$ cat src/rtl/instruction_fetch_unit.sv
// instruction_fetch_unit: PC owner and prefetch FIFO feeding decode; optional misaligned-redirect fault via IFETCH_MISALIGN_CHECK_EN
module instruction_fetch_unit #(
  parameter logic [31:0] RESET_PC   = 32'h0000_0000,
  parameter int unsigned FIFO_DEPTH = 4
) (
  input  logic                          clk,
  input  logic                          rst_n,
  output logic [31:0]                   imem_addr,
  input  logic [31:0]                   imem_instr,
  input  logic                          redirect_valid,
  input  logic [31:0]                   redirect_pc,
  output logic                          if_valid,
  input  logic                          if_ready,
  output logic [31:0]                   if_pc,
  output logic [31:0]                   if_instr,
  output logic [$clog2(FIFO_DEPTH):0]   fifo_count,
  output logic                          fetch_fault
);
  localparam int PW = $clog2(FIFO_DEPTH);
  localparam int CW = PW + 1;
`ifdef IFETCH_MISALIGN_CHECK_EN
  localparam bit CHK = 1'b1;
`else
  localparam bit CHK = 1'b0;
`endif
  typedef enum logic {FETCH, FAULT} state_e;
  state_e          state_q, state_d;
  logic [31:0]     fetch_pc_q, fetch_pc_d;
  logic [PW-1:0]   rd_ptr_q, rd_ptr_d, wr_ptr_q, wr_ptr_d;
  logic [CW-1:0]   count_q, count_d;
  logic            fault_q, fault_d;
  logic [31:0]     pc_mem    [FIFO_DEPTH];
  logic [31:0]     instr_mem [FIFO_DEPTH];
  logic            pop, push, misalign;
  logic [31:0]     redir_al;
  assign misalign   = CHK & (|redirect_pc[1:0]);
  assign redir_al   = {redirect_pc[31:2], 2'b00};
  assign if_valid   = count_q != '0;
  assign pop        = if_valid & if_ready;
  assign push       = (state_q == FETCH) & ~redirect_valid & ((count_q < CW'(FIFO_DEPTH)) | pop);
  assign imem_addr  = fetch_pc_q;
  assign if_pc      = if_valid ? pc_mem[rd_ptr_q] : 32'h0;
  assign if_instr   = if_valid ? instr_mem[rd_ptr_q] : 32'h0;
  assign fifo_count = count_q;
  assign fetch_fault = fault_q;
  // next state: a redirect flushes everything and wins over push/pop
  always_comb begin
    fetch_pc_d = redirect_valid ? redir_al : push ? fetch_pc_q + 32'd4 : fetch_pc_q;
    rd_ptr_d   = redirect_valid ? '0 : rd_ptr_q + PW'(pop);
    wr_ptr_d   = redirect_valid ? '0 : wr_ptr_q + PW'(push);
    count_d    = redirect_valid ? '0 : count_q + CW'(push) - CW'(pop);
    state_d    = redirect_valid ? (misalign ? FAULT : FETCH) : state_q;
    fault_d    = redirect_valid ? misalign : fault_q;
  end
  // control registers, dropped immediately on reset
  always_ff @(posedge clk or negedge rst_n) begin
    if (!rst_n) begin
      fetch_pc_q <= RESET_PC;
      rd_ptr_q   <= '0;
      wr_ptr_q   <= '0;
      count_q    <= '0;
      state_q    <= FETCH;
      fault_q    <= 1'b0;
    end else begin
      fetch_pc_q <= fetch_pc_d;
      rd_ptr_q   <= rd_ptr_d;
      wr_ptr_q   <= wr_ptr_d;
      count_q    <= count_d;
      state_q    <= state_d;
      fault_q    <= fault_d;
    end
  end
  // FIFO storage; stale contents are masked by count so no reset is needed
  always_ff @(posedge clk) begin
    if (push) begin
      pc_mem[wr_ptr_q]    <= fetch_pc_q;
      instr_mem[wr_ptr_q] <= imem_instr;
    end
  end
endmodule

$ cat config.mk
export PLATFORM = sky130hd
export DESIGN_NAME = instruction_fetch_unit
export DESIGN_NICKNAME = d
export VERILOG_FILES = /design/src/rtl/instruction_fetch_unit.sv
export SDC_FILE = /design/constraint.sdc
export NUM_CORES = 1
export LEC_CHECK = 0
export ABC_AREA = 0
export CAP_MARGIN = 20
export CORE_AREA = 2 2 141 157
export DETAILED_ROUTE_END_ITERATION = 12
export DIE_AREA = 0 0 143 159
export PLACE_DENSITY_LB_ADDON = 0.15
export SYNTH_ARGS = -nofsm -noshare
export SYNTH_HDL_FRONTEND = slang
export SYNTH_SLANG_ARGS = --single-unit
$ cat constraint.sdc
create_clock -name clk -period 14.8 [get_ports clk]
set_input_delay 3.7 -clock clk [delete_from_list [all_inputs] [get_ports clk]]
set_output_delay 3.7 -clock clk [all_outputs]
set_load 0.005 [all_outputs]
==> impl.org, run 1 <==
** Route
- Per-cell routed wire length :: 21.3 um
- Antenna viol nets, final :: 0
- The pre-antenna-repair detailed-routing pass consisted of 5 iterations.
- Routed vias :: 6,394
- For this block, the initial DRC count from the detailed router was 434.
- After detailed routing, the number of vias per cell comes to 5.73.
- Number of DRC violations after detailed routing :: 0
- Routed wire length :: 23,700 um

** Floorplanning
- In this run the count of I/O pins placed on the die edge is 169.
- Core area :: 21,100 sq um
- The floorplan step defined a die boundary enclosing 22,700 sq um.
- In this run the core area contains 56 standard-cell rows.
- Die span in x :: 143 um
- In this run the vertical extent of the chip is 159 um.
- Initial standard-cell utilization of the core :: 54.6%

** Critical path
- Data required, critical path :: 11.10 ns
- Setup slack on the worst flop-to-flop path :: 11.74 ns
- On the worst path, the slowest cell contributes a delay of 0.92 ns.
- Startpoint class of the critical path :: flop
- The worst register-to-register path ends at instr_mem[2][19]$_DFFE_PP_.
- In this run the critical register-to-register path is launched from fifo_count[2]$_DFF_PN0_.
- Slowest stage cell on the critical path :: sky130_fd_sc_hd__dfrtp_4
- Count of cells along the worst register-to-register path :: 5
- Endpoint type of the worst setup path :: output pin
- Traced cell by cell, the critical path runs through buf_4 -> mux4_2 -> nor2b_1 -> clkdlybuf4s50_1.
- Maximum fanout count along the critical path :: 35
- The setup path with the least slack is of type flop to output pin.
- Arrival time worst endpoint :: 3.37 ns

** STA
- Post-route fraction of the period consumed by the critical path :: 47.8%
- For the finished layout, the period the worst path requires is 7.07 ns.
- Summed over all failing endpoints, the final setup total negative slack is 0 ns.
- Achievable frequency :: 141 MHz
- Final clock skew :: 0.0121 ns
- Tightest slew margin relative to the limit :: 32.6%
- Setup repair after global routing left no endpoint under its margin.
- The number of slew-limit violations in the final report is 0.
- For the pin with the worst max-slew slack, the measured transition is 1.01 ns.
- Setup violators final :: 0
- The number of hold violations in the final report is 0.

** Clocking
- Post-CTS repair changed the size of 0 cells.
- H-Tree Level Count :: 1
- Register clock-pin slew on the reported worst setup and hold paths :: 0.06 ns
- Count of hold-fix buffers inserted at cts :: 0
- Clock Tree Root :: sky130_fd_sc_hd__clkbuf_16
- Total setup buffers inserted after CTS :: 0
- Clock buffers created by TritonCTS :: 29
- TritonCTS built the clock tree.
- Clock tree synthesis found a total of 285 sinks.
- In this run the deepest clock path goes through 3 buffers.
- The later pin in the worst-skew pair is clocked with a latency of 0.53 ns.

** Synthesis
- Cell types with the highest counts after synthesis :: sky130_fd_sc_hd__edfxtp_1, sky130_fd_sc_hd__nor2b_1, sky130_fd_sc_hd__mux4_2
- Library cells used by synthesis :: 38
- Most frequently used cell type in the post-synthesis netlist :: sky130_fd_sc_hd__edfxtp_1
- Top FF cell, synth :: sky130_fd_sc_hd__edfxtp_1
- In the post-synthesis netlist, the biggest area contributors are sky130_fd_sc_hd__edfxtp_1, sky130_fd_sc_hd__mux4_2, sky130_fd_sc_hd__dfrtp_1, sky130_fd_sc_hd__nor2b_1, sky130_fd_sc_hd__or4_1.
- Of the post-synthesis cell area, the dominant cell type holds 64.7%.
- Post-synth EDFFs :: 248
- Yosys synthesis warning count :: 0
- Summed instance area of the synthesized netlist :: 11,500 sq um
- Part of the Yosys area used for sequential elements :: 72.7%
- Counting flops with an async set or reset pin after synthesis yields a share of 13.0%.
- Total of flip-flops plus latches after synthesis :: 285
- In the synthesized netlist, the number of instances is 638.
- The average instance in the mapped netlist occupies 18.0 sq um.
- The largest total area in the synthesized netlist belongs to sky130_fd_sc_hd__edfxtp_1.

** Hold path
- Counting instances, the worst hold path has a depth of 0.
- Startpoint of the lowest-slack hold path :: imem_addr[18]$_DFFE_PN0N_
- Kind of path behind the tightest hold check :: flop to flop
- For hold timing, the worst endpoint is pc_mem[0][18]$_DFFE_PP_.

** Power
- Switch Pwr :: 613 uW
- Sequential share of power :: 42.9%
- Overall power consumption after layout is estimated at 2.40 mW.
- In this run, the combinational gates consume 25.7% of the power.
- The internal power of the cells totals 1.79 mW.
- For this design the ratio of total power to cell area is 167 nW/um^2.
- The share of total power dissipated in the clock network is 31.4%.
- Worst vdd rail ir drop :: 0.000164 V
- Switching fraction of total power :: 25.5%
- In this run the static leakage power is 4.67 nW.

** Global route
- Vias in the first global route :: 6,729
- Global routing consumed, on the met2 layer, 35.9% of the routing resources.
- Met3 layer usage reported by global route :: 3.31%
- Antenna violations before repair :: 0
- The global routing stage identified its most utilized layer as met2.
- For met1 alone, demand over resource in global routing was 27.9%.
- Entering global routing, the biggest net connects 65 pins.
- Summed over all layers, the global routing overflow is 0.
- First-pass GRT wire length :: 36,600 um
- For this run, the total global-route usage over all layers was measured as 21.0%.

** Placed design
- Port Buffers :: 161
- Half-perimeter wire length of the detailed placement result :: 13,900 um
- The congestion estimate from routability-driven global placement came to 0.805.

** Final layout
- Number of inserted diodes :: 0
- The post-route netlist has 14.4% of its cells at a drive strength greater than 1.
- Fill cells in the final layout number 1,404.
- Compared with the post-synthesis result, the final layout area differs by 25.1%.
- Number of nets in the layout :: 876

** Run
- Across the run, the number of max-cap violations was 0.

** Status
- Run status :: completed
-- critical path: cells and delay by family (launching register included) --
kind	cells	cell delay, ns
buffers and inverters	2	1.13
DFF	1	0.92
muxes	1	0.58
and+or+nand+nor	1	0.17
-- per-layer routing --
| layer | vias up | routed length, um |
|---|---|---|
| met5 | - | 0 |
| met4 | 0 | 575 |
| met3 | 43 | 1500 |
| met2 | 235 | 12100 |
| met1 | 3268 | 9490 |
| li1 | 2848 | - |
-- cells by family after synthesis --
group	count (synthesis)	share of synthesized area, %
AND/OR/NAND/NOR	173	8.59
flip-flops	285	72.7
other	1	0.0326
multiplexers	63	12.2
adder cells (fa/ha/maj)	6	0.717
buffers and inverters	47	1.84
AO/OA/AOI/OAI	48	2.75
XOR/XNOR	15	1.14
-- final cells by class --
cell class,count,area [sq um],area share (%)
flip-flops and latches,285,8380,58.2
clock inverters,20,250,1.74
repair buffers,168,1660,11.5
multi-input cells,310,2970,20.7
inverters,8,30.0,0.209
clock buffers,34,744,5.17
well taps,290,363,2.52
-- metrics by stage --
stage                     worst slack, ns  std cells  cell area, sq um  utilization (%)  hold WS, ns
after floorplan                      5.76        642             11500                -        0.531
after global placement               8.08       1061             13400             63.6        0.565
after detailed placement             8.04       1061             13400             63.6        0.589
after CTS                            7.60       1115             14400             68.3        0.620
after global routing                 7.47       1115             14400             68.3        0.649
final                                7.73       1115             14400             68.3        0.616
-- cell usage in the layout, fill, tap and decap left out, types with 2 or more instances in the layout --
cell	count
sky130_fd_sc_hd__nor4b_1	2
sky130_fd_sc_hd__o211ai_1	3
sky130_fd_sc_hd__buf_4	7
sky130_fd_sc_hd__bufinv_16	6
sky130_fd_sc_hd__o31ai_1	13
sky130_fd_sc_hd__nor4_1	3
sky130_fd_sc_hd__or3_1	3
sky130_fd_sc_hd__nor3_1	3
sky130_fd_sc_hd__or4_1	18
sky130_fd_sc_hd__a31oi_1	14
sky130_fd_sc_hd__nor2b_1	67
sky130_fd_sc_hd__nor2_4	2
sky130_fd_sc_hd__xnor2_1	12
sky130_fd_sc_hd__clkdlybuf4s50_1	160
sky130_fd_sc_hd__conb_1	5
sky130_fd_sc_hd__clkinv_2	3
sky130_fd_sc_hd__nand2b_1	2
sky130_fd_sc_hd__nand3_1	11
sky130_fd_sc_hd__and4_1	2
sky130_fd_sc_hd__nand2_1	27
sky130_fd_sc_hd__ha_1	5
sky130_fd_sc_hd__xor2_1	3
sky130_fd_sc_hd__o21ai_0	13
sky130_fd_sc_hd__edfxtp_1	248
sky130_fd_sc_hd__mux4_2	62
sky130_fd_sc_hd__dfrtp_1	35
sky130_fd_sc_hd__clkbuf_16	29
sky130_fd_sc_hd__nand4_1	7
sky130_fd_sc_hd__clkbuf_1	5
sky130_fd_sc_hd__inv_1	8
sky130_fd_sc_hd__clkinv_1	8
sky130_fd_sc_hd__nor2_1	20
sky130_fd_sc_hd__nor3_2	2
sky130_fd_sc_hd__dfrtp_4	2
-- power groups by stage --
stage	Clock, mW	Sequential [mW]	Combinational, mW
2_1_floorplan	0	1.00	0.334
3_3_place_gp	0	1.04	0.620
3_5_place_dp	0	1.05	0.625
4_1_cts	0.768	1.03	0.629
5_1_grt	0.798	1.04	0.668
6_report	0.754	1.03	0.616
-- registers in the layout, summed over array words and instances, names as in the netlist --
| register | flops |
|---|---|
| pc_mem | 120 |
| imem_addr | 30 |
| wr_ptr_q | 2 |
| instr_mem | 128 |
| rd_ptr_q | 2 |
| fifo_count | 3 |
-- worst max-delay path by stage --
stage	cells after the start	start	end	slack (ns)
final	4	rd_ptr_q[0]$_DFF_PN0_	if_pc[22]	7.73
after CTS	4	rd_ptr_q[0]$_DFF_PN0_	if_pc[22]	7.60
after global placement	6	if_ready	pc_mem[2][19]$_DFFE_PP_	8.08
after global routing	4	rd_ptr_q[0]$_DFF_PN0_	if_pc[22]	7.47
after detailed placement	6	if_ready	pc_mem[2][19]$_DFFE_PP_	8.04
after floorplan	5	if_ready	instr_mem[0][0]$_DFFE_PP_	5.76
Power figures use the tool's default switching activity.
==> run 2: changes to the inputs <==
Settings changed: CORE_AREA 2 2 141 157 to 2 2 150 166, DIE_AREA 0 0 143 159 to 0 0 152 168.
Clock period 14.8 ns to 5.73 ns, I/O delays scaled along.
==> impl.org, run 2 (same netlist as run 1, synthesis figures left out) <==
** Clocking
- Count of hold-fix buffers inserted at cts :: 0 (unchanged)
- The count of H-tree levels built during CTS was 1 (unchanged).
- Maximum clock insertion buffer count :: 3 (unchanged)
- The post-cts resize count is 0 (unchanged).
- Register clock-pin slew on the reported worst setup and hold paths :: 0.06 ns (about the same)
- TritonCTS built the clock tree.
- The root buffer cell chosen for the clock tree is sky130_fd_sc_hd__clkbuf_16.
- Total setup buffers inserted after CTS :: 0 (unchanged)
- The TritonCTS sink count was 285 (unchanged).
- Clock buffers created by TritonCTS :: 27 (-6.9%)
- The clock latency of the later-clocked register in the worst-skew pair is 0.53 ns (about the same).

** Route
- The wire length per cell is 21.1 um (-0.65%).
- Routed vias :: 6,322 (-1.1%)
- The total DRC errors in the routed layout was 0 (unchanged).
- The number of detailed-route iterations in the first pass is 5 (unchanged).
- The violation count after the first detailed-routing iteration came to 377 (-13%).
- The remaining antenna violation count after routing came to 0 (unchanged).
- Routed wire length :: 23,900 um (+0.78%)
- Mean number of vias per cell :: 5.59 (-2.5%)

** Power
- Power density cells :: 423 nW/um^2 (+150%)
- The worst ir drop on vdd is 0.000278 V (+70%).
- Static Leakage :: 4.64 nW (-0.77%)

** Final layout
- The area used by sequential logic in the layout is 8380 sq um (about the same).
- The library cells used most frequently in the layout, excluding fill and tap cells, are sky130_fd_sc_hd__edfxtp_1, sky130_fd_sc_hd__clkdlybuf4s50_1, sky130_fd_sc_hd__nor2b_1.
- Synth-to-Final Area Change :: 24.6%
- Total of fill cells in the finished design :: 1,801 (+28%)
- The number of nets in the layout came to 876 (unchanged).
- The fraction of layout instances using a drive strength above 1 came to 14.5% (+0.070 points).
- Register name with the most flops :: instr_mem
- Most common cell after layout, fill and taps aside :: sky130_fd_sc_hd__edfxtp_1
- Area of the multi-input gates :: 2980 sq um (+0.21%)
- Number of flip-flops under the largest register name :: 128 (unchanged)
- The count of inserted antenna diode cells is 0 (unchanged).
- The share of the core filled with cells in the final layout was 59.6% (-8.7 points).

** STA
- Setup_tns :: 0 ns (unchanged)
- The worst max-slew margin expressed relative to the limit was 32.9% (+0.28 points).
- Setup repair after global routing missed its margin :: no
- The post-route clock skew is 0.0131 ns (+0.000984 ns).
- The worst path uses 78.8% of the clock period.
- Achievable frequency :: 222 MHz
- The number of slew-limit violations in the final report came to 0 (unchanged).
- Transition time of the tightest slew-check pin :: 1.01 ns (-0.00187 ns)
- The smallest clock period supported by the final layout is computed as 4.51 ns.
- Post-route worst setup slack :: 1.22 ns (-6.52 ns)
- Setup violators final :: 0 (unchanged)
- The number of hold violations in the final report came to 0 (unchanged).

** Placed design
- The sum of net half-perimeters after detailed placement came to 14,400 um (+3.6%).
- The worst slack at placement came to 1.34 ns (-6.70 ns).
- The final weighted congestion of routability-driven global placement is 0.819 (+1.8%).
- Port Buffers :: 161 (unchanged)

** Critical path
- The data required time at the worst endpoint is 4.30 ns (-6.80 ns).
- Endpoint type of the worst setup path :: output pin
- STA classifies the critical path startpoint as a flop.
- Worst reg2reg startpoint :: fifo_count[2]$_DFF_PN0_
- Count of cells along the worst register-to-register path :: 5 (unchanged)
- Timing startpoint of the critical path :: rd_ptr_q[0]$_DFF_PN0_
- Arrival time worst endpoint :: 3.08 ns (-0.29 ns)
- Maximum fanout count along the critical path :: 32 (-8.6%)
- Kind of critical path :: flop to output pin

** Status
- The flow ran to the end, and the final reports show no timing, DRC or antenna violations.

** Floorplanning
- The initial core utilization is 47.8% (-6.8 points).
- The standard-cell row count came to 60 (+7.1%).
- Core area :: 24,100 sq um (+14%)
- Number of top-level pins :: 169 (unchanged)
- Die span in x :: 152 um (+6.3%)
- The vertical extent of the die came to 168 um (+5.7%).
- Die Footprint :: 25,500 sq um (+12%)

** Global route
- Antenna violations before repair :: 0 (unchanged)
- The global routing usage summed across all routing layers came to 18.7% (-2.3 points).
- The wire length of the first global-routing pass came to 37,400 um (+2.1%).
- Vias in the first global route :: 6,852 (+1.8%)
- Maximum number of pins on one net before global-route repair :: 65 (unchanged)
- The remaining global-route overflow is 0 (unchanged).

** Hold path
- Kind of path behind the tightest hold check :: flop to flop
- The startpoint identified for the worst hold timing path is imem_addr[31]$_DFFE_PN0N_.
- The worst hold path cell count is 0 (unchanged).

** Run
- The total of max-cap violations is 0 (unchanged).
[run 2: cell count changes in the layout (fill, tap and decap cells not counted), sizes merged]
cell and change:
clkbuf +2, bufinv -2, inv -1, clkinvlp +1
buf +2, clkinv -6
[run 2: final timing paths]
kind	to	slack, ns
worst max-delay path	if_instr[19]	1.22
worst min-delay path	pc_mem[0][31]$_DFFE_PP_	0.63
worst max register to register	pc_mem[2][6]$_DFFE_PP_	2.77
worst min register to register	pc_mem[0][31]$_DFFE_PP_	0.63
max in group asynchronous	rd_ptr_q[0]$_DFF_PN0_	4.06
min in group asynchronous	imem_addr[27]$_DFFE_PN0N_	1.03
[run 2: worst max-delay path: stages, from the launching register on]
cell and delay (ns):
sky130_fd_sc_hd__dfrtp_4 0.87, sky130_fd_sc_hd__buf_4 0.47, sky130_fd_sc_hd__mux4_2 0.57, sky130_fd_sc_hd__nor2b_1 0.15, sky130_fd_sc_hd__clkdlybuf4s50_1 0.48
[run 2: metrics by stage]
| step | area, sq um | power, mW | hold WS (ns) | cells |
|---|---|---|---|---|
| floorplan | 11500 | 3.45 | 0.531 | 642 |
| global placement | 13500 | 4.32 | 0.587 | 1083 |
| detailed placement | 13500 | 4.35 | 0.616 | 1083 |
| CTS | 14400 | 6.15 | 0.630 | 1131 |
| global route | 14400 | 6.35 | 0.653 | 1131 |
| finish | 14400 | 6.06 | 0.628 | 1131 |
[run 2: area by class of cell]
class                   count  area share [%]
flip-flops and latches    285            58.4
multi-input cells         310            20.8
repair buffers            170            11.7
clock buffers              36            5.15
well taps                 310            2.70
clock inverters            12            1.12
inverters                   8           0.209
[run 2: report_power, final]
group / internal, mW / switching (mW) / leakage [nW]
registers: 2.47 / 0.178 / 2.71
clock network: 1.08 / 0.718 / 0.435
logic: 0.964 / 0.658 / 1.49
[run 2: metal layers]
layer	GRT usage, %	share of wire (%)	up-vias	wire length [um]
met5	0	0	-	0
met4	4.92	1.8	0	429
met3	2.99	5.8	30	1380
met2	32.3	51	210	12200
met1	25.2	42	3239	9920
li1	-	-	2843	-
